==> config.mk <==
export PLATFORM = sky130hd
export DESIGN_NAME = control_unit_pipe_flat
export DESIGN_NICKNAME = d
export VERILOG_FILES = /design/src/rtl/control_unit_pipe_if.sv /design/src/rtl/control_unit_pipe.sv /design/src/flat_wrapper.sv
export SDC_FILE = /design/constraint.sdc
export NUM_CORES = 1
export LEC_CHECK = 0
export ABC_AREA = 1
export BUFFER_PORTS_ARGS = -buffer_cell sky130_fd_sc_hd__buf_2
export CORE_ASPECT_RATIO = 0.7
export CORE_MARGIN = 2
export CORE_UTILIZATION = 51
export DETAILED_ROUTE_END_ITERATION = 16
export GPL_TIMING_DRIVEN = 0
export HOLD_SLACK_MARGIN = 0.05
export PLACE_DENSITY = 0.85
export SYNTH_ARGS = -nofsm -noshare
export SYNTH_HDL_FRONTEND = slang
export SYNTH_SLANG_ARGS = --single-unit
export TNS_END_PERCENT = 50
==> constraint.sdc <==
create_clock -name clk -period 1.7 [get_ports clk]
set_clock_uncertainty 0.2 [all_clocks]
set_input_delay 0.255 -clock clk [delete_from_list [all_inputs] [get_ports clk]]
set_output_delay 0.255 -clock clk [all_outputs]
set_load 0.01 [all_outputs]
==> src/rtl/control_unit_pipe_if.sv <==
// ID-stage to ID/EXE control bundle: decode inputs, hazard/flush/memory handshakes,
// and the registered control fields driven back out.
interface control_unit_pipe_if #(
  parameter int unsigned CMD_W = 4
);
  logic             valid_in;
  logic [1:0]       mode;
  logic [3:0]       op_code;
  logic             s_in;
  logic [3:0]       cond;
  logic [3:0]       status;
  logic             hazard;
  logic             flush;
  logic             mem_ready;
  logic [CMD_W-1:0] exe_cmd;
  logic             mem_read_en;
  logic             mem_write_en;
  logic             wb_en;
  logic             b;
  logic             s_out;
  logic             valid_out;
  logic             stall_out;
  logic             illegal;
  logic             mem_timeout;

  modport master (
    output valid_in, mode, op_code, s_in, cond, status, hazard, flush, mem_ready,
    input  exe_cmd, mem_read_en, mem_write_en, wb_en, b, s_out, valid_out, stall_out,
           illegal, mem_timeout
  );

  modport slave (
    input  valid_in, mode, op_code, s_in, cond, status, hazard, flush, mem_ready,
    output exe_cmd, mem_read_en, mem_write_en, wb_en, b, s_out, valid_out, stall_out,
           illegal, mem_timeout
  );
endinterface

==> src/rtl/control_unit_pipe.sv <==
// Registered, condition-aware ID-stage control decoder with hazard bubbles, flush and a
// memory-wait FSM that stalls the front end until the data memory acknowledges or times out.
module control_unit_pipe #(
  parameter int unsigned CMD_W  = 4,
  parameter int unsigned MEM_TO = 15,
  parameter int unsigned TO_W   = $clog2(MEM_TO + 1)
) (
  input logic                clk,
  input logic                rst,
  control_unit_pipe_if.slave bus
);

  typedef enum logic [0:0] {StRun, StMemWait} state_e;

  typedef struct packed {
    logic [CMD_W-1:0] exe_cmd;
    logic             mem_read_en;
    logic             mem_write_en;
    logic             wb_en;
    logic             b;
    logic             s_out;
    logic             valid;
  } ctrl_t;

  state_e          state_q, state_d;
  logic [TO_W-1:0] cnt_q, cnt_d;
  ctrl_t           ctrl_q, ctrl_d, dec;
  logic            illegal_q, illegal_d;
  logic            timeout_q, timeout_d;
  logic            dec_illegal;
  logic            cond_pass;
  logic            n, z, c, v;

  assign {n, z, c, v} = bus.status;

  always_comb begin
    cond_pass = 1'b0;
    unique case (bus.cond)
      4'b0000: cond_pass = z;
      4'b0001: cond_pass = !z;
      4'b0010: cond_pass = c;
      4'b0011: cond_pass = !c;
      4'b0100: cond_pass = n;
      4'b0101: cond_pass = !n;
      4'b0110: cond_pass = v;
      4'b0111: cond_pass = !v;
      4'b1000: cond_pass = c & !z;
      4'b1001: cond_pass = !c | z;
      4'b1010: cond_pass = (n == v);
      4'b1011: cond_pass = (n != v);
      4'b1100: cond_pass = !z & (n == v);
      4'b1101: cond_pass = z | (n != v);
      4'b1110: cond_pass = 1'b1;
      4'b1111: cond_pass = 1'b0;
    endcase
  end

  always_comb begin
    dec         = '0;
    dec.valid   = 1'b1;
    dec_illegal = 1'b0;
    unique case (bus.mode)
      2'b00: begin
        dec.wb_en = 1'b1;
        dec.s_out = bus.s_in;
        case (bus.op_code)
          4'b1101: dec.exe_cmd = CMD_W'(4'b0001);
          4'b1111: dec.exe_cmd = CMD_W'(4'b1001);
          4'b0100: dec.exe_cmd = CMD_W'(4'b0010);
          4'b0101: dec.exe_cmd = CMD_W'(4'b0011);
          4'b0010: dec.exe_cmd = CMD_W'(4'b0100);
          4'b0110: dec.exe_cmd = CMD_W'(4'b0101);
          4'b0000: dec.exe_cmd = CMD_W'(4'b0110);
          4'b1100: dec.exe_cmd = CMD_W'(4'b0111);
          4'b0001: dec.exe_cmd = CMD_W'(4'b1000);
          // Compares only set flags: no writeback, S forced.
          4'b1010: begin
            dec.exe_cmd = CMD_W'(4'b0100);
            dec.wb_en   = 1'b0;
            dec.s_out   = 1'b1;
          end
          4'b1000: begin
            dec.exe_cmd = CMD_W'(4'b0110);
            dec.wb_en   = 1'b0;
            dec.s_out   = 1'b1;
          end
          default: dec_illegal = 1'b1;
        endcase
      end
      2'b01: begin
        dec.exe_cmd = CMD_W'(4'b0010);
        if (bus.s_in) begin
          dec.mem_read_en = 1'b1;
          dec.wb_en       = 1'b1;
        end else begin
          dec.mem_write_en = 1'b1;
        end
      end
      2'b10:   dec.b = 1'b1;
      default: dec_illegal = 1'b1;
    endcase
  end

  always_comb begin
    state_d   = state_q;
    cnt_d     = cnt_q;
    ctrl_d    = ctrl_q;
    illegal_d = 1'b0;
    timeout_d = 1'b0;
    if (bus.flush) begin
      ctrl_d  = '0;
      state_d = StRun;
      cnt_d   = '0;
    end else if (state_q == StMemWait) begin
      if (bus.mem_ready) begin
        ctrl_d  = '0;
        state_d = StRun;
        cnt_d   = '0;
      end else if (cnt_q == TO_W'(MEM_TO)) begin
        ctrl_d    = '0;
        state_d   = StRun;
        cnt_d     = '0;
        timeout_d = 1'b1;
      end else begin
        cnt_d = cnt_q + TO_W'(1);
      end
    end else if (!bus.valid_in || bus.hazard || !cond_pass || dec_illegal) begin
      ctrl_d    = '0;
      illegal_d = bus.valid_in & !bus.hazard & cond_pass & dec_illegal;
    end else begin
      ctrl_d = dec;
      if (dec.mem_read_en || dec.mem_write_en) begin
        state_d = StMemWait;
        cnt_d   = '0;
      end
    end
  end

  always_ff @(posedge clk) begin
    if (rst) begin
      state_q   <= StRun;
      cnt_q     <= '0;
      ctrl_q    <= '0;
      illegal_q <= 1'b0;
      timeout_q <= 1'b0;
    end else begin
      state_q   <= state_d;
      cnt_q     <= cnt_d;
      ctrl_q    <= ctrl_d;
      illegal_q <= illegal_d;
      timeout_q <= timeout_d;
    end
  end

  assign bus.exe_cmd      = ctrl_q.exe_cmd;
  assign bus.mem_read_en  = ctrl_q.mem_read_en;
  assign bus.mem_write_en = ctrl_q.mem_write_en;
  assign bus.wb_en        = ctrl_q.wb_en;
  assign bus.b            = ctrl_q.b;
  assign bus.s_out        = ctrl_q.s_out;
  assign bus.valid_out    = ctrl_q.valid;
  assign bus.illegal      = illegal_q;
  assign bus.mem_timeout  = timeout_q;
  assign bus.stall_out    = !rst & ((state_q == StMemWait) |
                                    (bus.hazard & bus.valid_in & !bus.flush));

endmodule

==> src/flat_wrapper.sv <==
// flat-port wrapper written by rule: the top's interface ports become plain ports
module control_unit_pipe_flat 
#(
  parameter int unsigned CMD_W  = 4,
  parameter int unsigned MEM_TO = 15,
  parameter int unsigned TO_W   = $clog2(MEM_TO + 1)
)
  (clk, rst, bus_valid_in, bus_mode, bus_op_code, bus_s_in, bus_cond, bus_status, bus_hazard, bus_flush, bus_mem_ready, bus_exe_cmd, bus_mem_read_en, bus_mem_write_en, bus_wb_en, bus_b, bus_s_out, bus_valid_out, bus_stall_out, bus_illegal, bus_mem_timeout);
  control_unit_pipe_if #(.CMD_W(CMD_W)) bus_i ();
  input logic clk;
  input logic rst;
  input wire logic [$bits(bus_i.valid_in)-1:0] bus_valid_in;
  input wire logic [$bits(bus_i.mode)-1:0] bus_mode;
  input wire logic [$bits(bus_i.op_code)-1:0] bus_op_code;
  input wire logic [$bits(bus_i.s_in)-1:0] bus_s_in;
  input wire logic [$bits(bus_i.cond)-1:0] bus_cond;
  input wire logic [$bits(bus_i.status)-1:0] bus_status;
  input wire logic [$bits(bus_i.hazard)-1:0] bus_hazard;
  input wire logic [$bits(bus_i.flush)-1:0] bus_flush;
  input wire logic [$bits(bus_i.mem_ready)-1:0] bus_mem_ready;
  output wire logic [$bits(bus_i.exe_cmd)-1:0] bus_exe_cmd;
  output wire logic [$bits(bus_i.mem_read_en)-1:0] bus_mem_read_en;
  output wire logic [$bits(bus_i.mem_write_en)-1:0] bus_mem_write_en;
  output wire logic [$bits(bus_i.wb_en)-1:0] bus_wb_en;
  output wire logic [$bits(bus_i.b)-1:0] bus_b;
  output wire logic [$bits(bus_i.s_out)-1:0] bus_s_out;
  output wire logic [$bits(bus_i.valid_out)-1:0] bus_valid_out;
  output wire logic [$bits(bus_i.stall_out)-1:0] bus_stall_out;
  output wire logic [$bits(bus_i.illegal)-1:0] bus_illegal;
  output wire logic [$bits(bus_i.mem_timeout)-1:0] bus_mem_timeout;
  assign bus_i.valid_in = bus_valid_in;
  assign bus_i.mode = bus_mode;
  assign bus_i.op_code = bus_op_code;
  assign bus_i.s_in = bus_s_in;
  assign bus_i.cond = bus_cond;
  assign bus_i.status = bus_status;
  assign bus_i.hazard = bus_hazard;
  assign bus_i.flush = bus_flush;
  assign bus_i.mem_ready = bus_mem_ready;
  assign bus_exe_cmd = bus_i.exe_cmd;
  assign bus_mem_read_en = bus_i.mem_read_en;
  assign bus_mem_write_en = bus_i.mem_write_en;
  assign bus_wb_en = bus_i.wb_en;
  assign bus_b = bus_i.b;
  assign bus_s_out = bus_i.s_out;
  assign bus_valid_out = bus_i.valid_out;
  assign bus_stall_out = bus_i.stall_out;
  assign bus_illegal = bus_i.illegal;
  assign bus_mem_timeout = bus_i.mem_timeout;
  control_unit_pipe #(.CMD_W(CMD_W), .MEM_TO(MEM_TO), .TO_W(TO_W)) u_core (.clk(clk), .rst(rst), .bus(bus_i));
endmodule
==> summary.txt, run 1 <==
Status: completed
Hold endpoint: u_core.cnt_q[2]
R2R Setup Slk: 0.13 ns
Layout cells sized above 1: 0.230
Reg2reg path depth: 5
Root Buffer: clkbuf_4
Netlist cell types: 29
Vias: 1257
Postcts setup bufs: 0
Clk slew on worst S/H paths: 0.11 ns
Final non-filler cell total: 267
Final net count: 261
DP Area: 1410 um2
Post-synth top area share: 0.284
Fmax: 634 MHz
Die ar.: 2760 um2
DR vias/cell: 4.71
Setup CP Type: register to primary output
Sequential-to-total area share from yosys stat: 0.284
RD Place Congestion: 0.817
Initial antenna violation count: 0
Hold slack: 0.101 ns
Synth top area cells: dfxtp_1 28%, nor2_1 14%, nand2_1 12%
Final setup violating endpoints: 0
Worst Hold Class: input pin to register
RSZ-0062 raised after global routing: no
PD cells: 541 nW/um2
Yosys warnings: 0
Reg2reg start: u_core.state_q
Number of hold violations in the final report: 0
Largest net degree at the start of global routing: 11
Fin crit period: 1.58 ns
Final worst slack: 0.123 ns
TritonCTS clock tree: yes
Die X: 62.0 um
Hold path start: bus_mem_ready
Total power: 0.797 mW
CP endpoint kind: primary output
Initial core utilization: 0.548
GR Overflow Total: 0
Worst path bufs/invs: 3
Height of the die: 44.6 um
Clock sinks: 17
CTS Buffer Depth: 2
Worst path max stage delay: 0.36 ns
Startpoint types: register
Routed len/inst: 9.58 um
Req. time, crit path: 1.24 ns
Initial DRC count: 65
1st-pass router iterations: 4
Port bufs: 33
Yosys top cell by area: dfxtp_1
Most frequent cells in the layout: 46 x nor2_1, 38 x nand2_1, 35 x inv_1
Finished Cell Area: 1470 um2
WL final: 2.56 mm
Mean Syn Cell Area: 6.15 um2
Fillers: 207
DRC: 0
Num rows: 14
First-pass GRT wire length: 4.23 mm
Max_slew headroom: 0.723
Core area: 2190 um2
Critical path arrival: 1.12 ns
Cells on Worst Hold Path: 4
Syn Nets: 220
Total negative slack for setup checks: 0 ns
Most common cell after layout, fill and taps aside: nor2_1
Fin. max-slew vios: 0
Worst Tran Pin Value: 0.415 ns
P&R area growth vs syn: 22.7%
Post-Place Worst Slack: -0.0505 ns
Diode count: 0
Number of global-route vias before repair: 1004
Peak supply drop: 0.000346 V
Post-Syn Instances: 195
CP max FO: 10
H-Tree Depth: 1
Routed Antenna Nets: 0
Crit path cell chain: inv_2, buf_6, o21ai_1, buf_2
Worst R2R End: u_core.cnt_q[1]
Leakage: 0.780 nW
Total CTS buffers: 3
Clk_lat worst skew: 0.30 ns
Max-cap violations: 0
Placed Instances: 260
Fin crit share: 0.928
Post-Synthesis Cell Area: 1200 um2
HPWL Detailed: 2.02 mm
Largest delay share family, worst path: flip-flops
Synthesized flop and latch total: 17
Critical path's slowest cell: dfxtp_2
Layout Utilization: 0.673
Crit path depth: 4
IO Count: 34
GRT Total Usage: 0.206
cells in the mapped netlist:
cell / number
nor2_1: 46
nand2_1: 39
inv_1: 36
dfxtp_1: 17
nand3_1: 12
o21ai_0: 8
a21oi_1: 5
ha_1: 4
o21ai_2: 3
inv_2: 2
nand4_1: 2
nand4_4: 2
nor4_1: 2
o21ai_1: 2
a21oi_2: 1
a22oi_1: 1
a31oi_1: 1
buf_2: 1
buf_6: 1
clkbuf_1: 1
nand2_2: 1
nand2_4: 1
nand3b_1: 1
nand4_2: 1
nor2_2: 1
o2111ai_1: 1
o211ai_1: 1
o31ai_1: 1
xor2_1: 1
how the worst max path moves through the flow:
stage	startpoint	end	slack, ns
global placement	bus_mode[0]	u_core.cnt_q[3]	-0.01
floorplan	bus_mode[0]	u_core.cnt_q[0]	0.19
finish	u_core.state_q	bus_stall_out	0.12
detailed placement	bus_mode[0]	u_core.cnt_q[0]	-0.05
CTS	u_core.state_q	bus_stall_out	0.01
global route	u_core.state_q	bus_stall_out	0.03
final cells by class:
class                   count  area, um2  area share
well taps                  32       40.0      0.0272
repair buffers             36        195       0.133
inverters                  38        143      0.0969
flip-flops and latches     17        342       0.232
clock inverters             1       5.00     0.00340
clock buffers               3       22.5      0.0153
multi-input cells         137        699       0.475
plain buffers               3       26.3      0.0178
per-layer routing:
| layer | GRT usage | up-vias | wire length (um) |
|---|---|---|---|
| li1 | - | 692 | - |
| met1 | 0.300 | 543 | 1380 |
| met2 | 0.300 | 20 | 1080 |
| met3 | 0.0614 | 2 | 96 |
| met4 | 0.0383 | 0 | 6 |
| met5 | 0 | - | 0 |
sequential cells by signal (all words and copies together) (netlist names):
signal                   count
u_core.bus.exe_cmd           4
u_core.cnt_q                 4
u_core.bus.b                 1
u_core.bus.illegal           1
u_core.bus.mem_read_en       1
u_core.bus.mem_timeout       1
u_core.bus.mem_write_en      1
u_core.bus.s_out             1
u_core.bus.valid_out         1
u_core.bus.wb_en             1
u_core.state_q               1
worst register-to-register path, cell delays in order, from the launching register on:
cell and delay, ns:
dfxtp_2 0.36, inv_2 0.06, nor2_1 0.19, dlygate4sd3_1 0.59
nand3_1 0.07, nand2_1 0.07
cells by family (layout without fill, tap and decap cells):
family | count (synthesis) | in the layout | synth area share
xor gates and xnor gates | 1 | 1 | 0.00730
buffers and inverters | 41 | 81 | 0.136
DFF | 17 | 17 | 0.284
and+or+nand+nor | 108 | 108 | 0.409
AOI/OAI and AO/OA | 24 | 24 | 0.123
adders and majority gates | 4 | 4 | 0.0417
what timing repair did:
item | 4_1_cts | 5_1_grt
hold endpoints to repair | 2 | 0
gates resized for setup | 2 | 4
hold buffers | 3 | 0
setup endpoints to repair | 1 | 6
report_power, final:
part	internal, mW	total [mW]	switching [mW]	leakage [nW]
registers	0.400	0.401	0.000939	0.137
clock network	0.0878	0.223	0.135	0.0177
logic	0.0651	0.173	0.108	0.625
total	0.553	0.797	0.244	0.780
(Power assumes the default switching activity.)
==> run 2: changes to the inputs <==
CORE_UTILIZATION = 47   (was 51)
PLACE_DENSITY = 0.8   (was 0.85)
==> run 2 against run 1 <==
Sequential power hardly changed. Worst setup slack better by 0.012 ns. Power is 0.79% lower. First-iteration DRC count is 31% lower. Global-route usage is 1.8 points lower. Non-clock buffer count is 2 lower. Fmax is 0.75% higher. Critical endpoint unchanged. Largest cell class unchanged. Largest power group unchanged.
==> summary.txt, run 2 (synthesis gave the netlist of run 1 again) <==
Status: completed
Startpoint types: register
WL final: 2.53 mm
H-Tree Depth: 1
Number of global-route vias before repair: 999
Setup CP Type: register to primary output
Req. time, crit path: 1.24 ns
DR vias/cell: 4.74
Num rows: 15
Port bufs: 33
Layout cells sized above 1: 0.227
Total negative slack for setup checks: 0 ns
Layout Utilization: 0.596
Max-cap violations: 0
TritonCTS clock tree: yes
Vias: 1265
Core area: 2440 um2
Number of hold violations in the final report: 0
RD Place Congestion: 0.827
Largest net degree at the start of global routing: 11
Post-Place Worst Slack: -0.0395 ns
Max_slew headroom: 0.702
Reg2reg start: u_core.cnt_q[0]
Routed Antenna Nets: 0
Postcts setup bufs: 0
Clock sinks: 17
Finished Cell Area: 1450 um2
Most common cell after layout, fill and taps aside: nor2_1
Fillers: 258
First-pass GRT wire length: 4.33 mm
Most frequent cells in the layout: 46 x nor2_1, 38 x nand2_1, 35 x inv_1
Final net count: 259
DP Area: 1410 um2
Height of the die: 46.3 um
P&R area growth vs syn: 21.2%
Clk slew on worst S/H paths: 0.10 ns
Root Buffer: clkbuf_4
Fmax: 639 MHz
Final worst slack: 0.135 ns
DRC: 0
Worst Hold Class: input pin to register
Fin crit period: 1.57 ns
CP startpoint: u_core.state_q
Fin. max-slew vios: 0
Die X: 64.4 um
Fin crit share: 0.921
Total CTS buffers: 3
CP max FO: 10
1st-pass router iterations: 4
Critical path arrival: 1.11 ns
IO Count: 34
Peak supply drop: 0.000278 V
Diode count: 0
GRT Total Usage: 0.188
CTS Buffer Depth: 2
Routed len/inst: 9.49 um
Clk_lat worst skew: 0.29 ns
Initial antenna violation count: 0
Die ar.: 2980 um2
HPWL Detailed: 2.04 mm
Initial core utilization: 0.492
RSZ-0062 raised after global routing: no
Final setup violating endpoints: 0
Worst Tran Pin Value: 0.446 ns
PD cells: 544 nW/um2
CP endpoint kind: primary output
Hold path start: bus_flush
Leakage: 0.765 nW
GR Overflow Total: 0
Initial DRC count: 45
[run 2: changes by cell type in the layout (fill, tap and decap cells not counted)]
cell           previous run  this run
clkinv_2                  1         0
clkbuf_1                  1         2
dlygate4sd3_1             3         1
[run 2: layer usage]
layer / vias up / track usage / wire length, um
li1: 690 / - / -
met1: 543 / 0.260 / 1280
met2: 27 / 0.302 / 1110
met3: 5 / 0.0440 / 123
met4: 0 / 0.0383 / 14
met5: - / 0 / 0
[run 2: worst paths after layout]
| path | to | slack [ns] | depth (start not counted) |
|---|---|---|---|
| worst max register to register | u_core.state_q | 0.21 | 6 |
| worst min-delay path | u_core.bus.illegal | 0.06 | 4 |
| worst max-delay path | bus_stall_out | 0.13 | 4 |
| worst min register to register | u_core.bus.illegal | 0.26 | 1 |
[run 2: repair_timing]
| item | in CTS | in global routing |
|---|---|---|
| gates resized for setup | 1 | 5 |
| hold buffers | 1 | 0 |
| setup endpoints to repair | 1 | 5 |
| endpoints found under the hold margin | 1 | 0 |
[run 2: cell type report]
class	instances	area (um2)	area share
Buffer	3	26.3	0.0181
Clock buffer	4	26.3	0.0181
Inverter	38	143	0.0981
Multi-Input combinational cell	137	699	0.481
Sequential cell	17	342	0.235
Tap cell	34	42.5	0.0293
Timing Repair Buffer	34	175	0.120
[run 2: per-stage QoR]
stage	total power, mW	instances	hold WS [ns]
after floorplan	0.521	195	0.134
after global placement	0.575	262	0.243
after detailed placement	0.577	262	0.247
final	0.791	267	0.0640
after CTS	0.797	267	0.0503
after global routing	0.839	267	0.0896
[run 2: report_power, final]
group | internal (mW) | switching (mW) | total, mW | leakage (nW)
sequential | 0.400 | 0.000957 | 0.401 | 0.137
combinational | 0.0636 | 0.107 | 0.171 | 0.613
clock | 0.0914 | 0.128 | 0.219 | 0.0150
total | 0.555 | 0.236 | 0.791 | 0.765
[run 2: worst max-delay path: stages (launching register included)]
cell and delay (ns):
dfxtp_2 0.36, inv_2 0.06, buf_6 0.14, o21ai_1 0.11, buf_2 0.14
==> run 3: changes to the inputs <==
CORE_ASPECT_RATIO = 1.4   (was 0.7)
CORE_MARGIN = unset   (was 2)
GPL_TIMING_DRIVEN = unset   (was 0)
==> run 3 against run 2 <==
Sequential share of layout area shrank 0.081 points. Non-clock buffer count grew 1. Final cell count grew 0.37%. Largest cell class unchanged. Flip-flop and latch count is the same. Sequential power is essentially flat.
==> summary.txt, run 3 (synthesis gave the netlist of run 1 again) <==
Peak supply drop: 0.000335 V
GRT Total Usage: 0.197
Cells on Worst Hold Path: 4
Finished Cell Area: 1460 um2
Clock sinks: 17
Hold endpoint: u_core.bus.illegal
Max-cap violations: 0
Die ar.: 2760 um2
Critical path's slowest cell: dfxtp_2
Height of the die: 61.8 um
Clk slew on worst S/H paths: 0.10 ns
Initial antenna violation count: 0
Layout cells sized above 1: 0.235
Vias: 1264
Number of hold violations in the final report: 0
Reg2reg start: u_core.cnt_q[0]
Worst Tran Pin Value: 0.315 ns
Worst Hold Class: input pin to register
First-pass GRT wire length: 4.15 mm
Setup CP Type: register to primary output
CP max FO: 11
Worst R2R End: u_core.bus.wb_en
Largest net degree at the start of global routing: 12
Hold slack: 0.0555 ns
Reg2reg path depth: 7
Status: completed
Routed Antenna Nets: 0
R2R Setup Slk: 0.20 ns
DP Area: 1420 um2
TritonCTS clock tree: yes
1st-pass router iterations: 4
Worst path max stage delay: 0.35 ns
Total power: 0.789 mW
DR vias/cell: 4.72
Leakage: 0.771 nW
Initial DRC count: 11
Final setup violating endpoints: 0
Num rows: 21
Clk_lat worst skew: 0.29 ns
GR Overflow Total: 0
Root Buffer: clkbuf_4
Diode count: 0
Total negative slack for setup checks: 0 ns
Fmax: 616 MHz
Most common cell after layout, fill and taps aside: nor2_1
RD Place Congestion: 0.838
IO Count: 34
Fin crit period: 1.62 ns
HPWL Detailed: 1.93 mm
H-Tree Depth: 1
Max_slew headroom: 0.790
Die X: 44.7 um
Number of global-route vias before repair: 1076
Postcts setup bufs: 0
Fin. max-slew vios: 0
PD cells: 541 nW/um2
Final net count: 260
Initial core utilization: 0.496
Req. time, crit path: 1.24 ns
Port bufs: 33
Hold path start: bus_flush
RSZ-0062 raised after global routing: yes
Critical path arrival: 1.17 ns
Startpoint types: register
Fin crit share: 0.954
CTS Buffer Depth: 2
WL final: 2.41 mm
DRC: 0
Fillers: 259
CP endpoint kind: primary output
Layout Utilization: 0.604
Most frequent cells in the layout: 45 x nor2_1, 39 x nand2_1, 36 x inv_1
Total CTS buffers: 3
Crit path cell chain: inv_1, buf_4, o21ai_0, buf_2
Core area: 2420 um2
Routed len/inst: 8.97 um
P&R area growth vs syn: 21.6%
## run 3: what timing repair did
| item | CTS | global route |
|---|---|---|
| endpoints found under the setup margin | 0 | 7 |
| endpoints found under the hold margin | 1 | 0 |
| hold buffers | 1 | 0 |
| gates resized for setup | 0 | 2 |
## run 3: area by class of cell
class                      instances  area [um2]  share of cell area
sequential                        17         342               0.234
inverter                          38         143              0.0978
clock inverter                     1        5.00             0.00343
tap                               34        42.5              0.0292
timing repair buffer              38         205               0.141
clock buffer                       3        22.5              0.0154
multi-input combinational        137         699               0.479
## run 3: report_power, final
| group | internal (mW) | total, mW | leakage [nW] | switching (mW) |
|---|---|---|---|---|
| registers | 0.400 | 0.401 | 0.137 | 0.000883 |
| clock network | 0.0875 | 0.221 | 0.0177 | 0.134 |
| logic | 0.0634 | 0.167 | 0.616 | 0.104 |
## run 3: worst max-delay path, delay by kind of cell, from the launching register on
kind | cells | cell delay [ns]
compound gates | 1 | 0.14
buf+inv | 3 | 0.38
flops | 1 | 0.35
## run 3: layer usage
| layer | wire [um] | track usage |
|---|---|---|
| met1 | 1090 | 0.244 |
| met2 | 1210 | 0.336 |
| met3 | 68 | 0.0347 |
| met4 | 36 | 0.0779 |
| met5 | 0 | 0 |
## run 3: per-stage QoR
| stage | cells | setup WS [ns] |
|---|---|---|
| 2_1_floorplan | 195 | 0.192 |
| 3_3_place_gp | 263 | 0.00866 |
| 3_5_place_dp | 263 | -0.00772 |
| 4_1_cts | 268 | 0.0612 |
| 5_1_grt | 268 | -0.0159 |
| 6_report | 268 | 0.0778 |
## run 3: worst max path at each step
stage / slack [ns] / start / end
2_1_floorplan: 0.19 / bus_mode[0] / u_core.cnt_q[0]
3_3_place_gp: 0.009 / bus_cond[1] / u_core.cnt_q[3]
3_5_place_dp: -0.008 / bus_cond[1] / u_core.cnt_q[3]
4_1_cts: 0.06 / u_core.state_q / bus_stall_out
5_1_grt: -0.02 / u_core.state_q / bus_stall_out
6_report: 0.08 / u_core.state_q / bus_stall_out
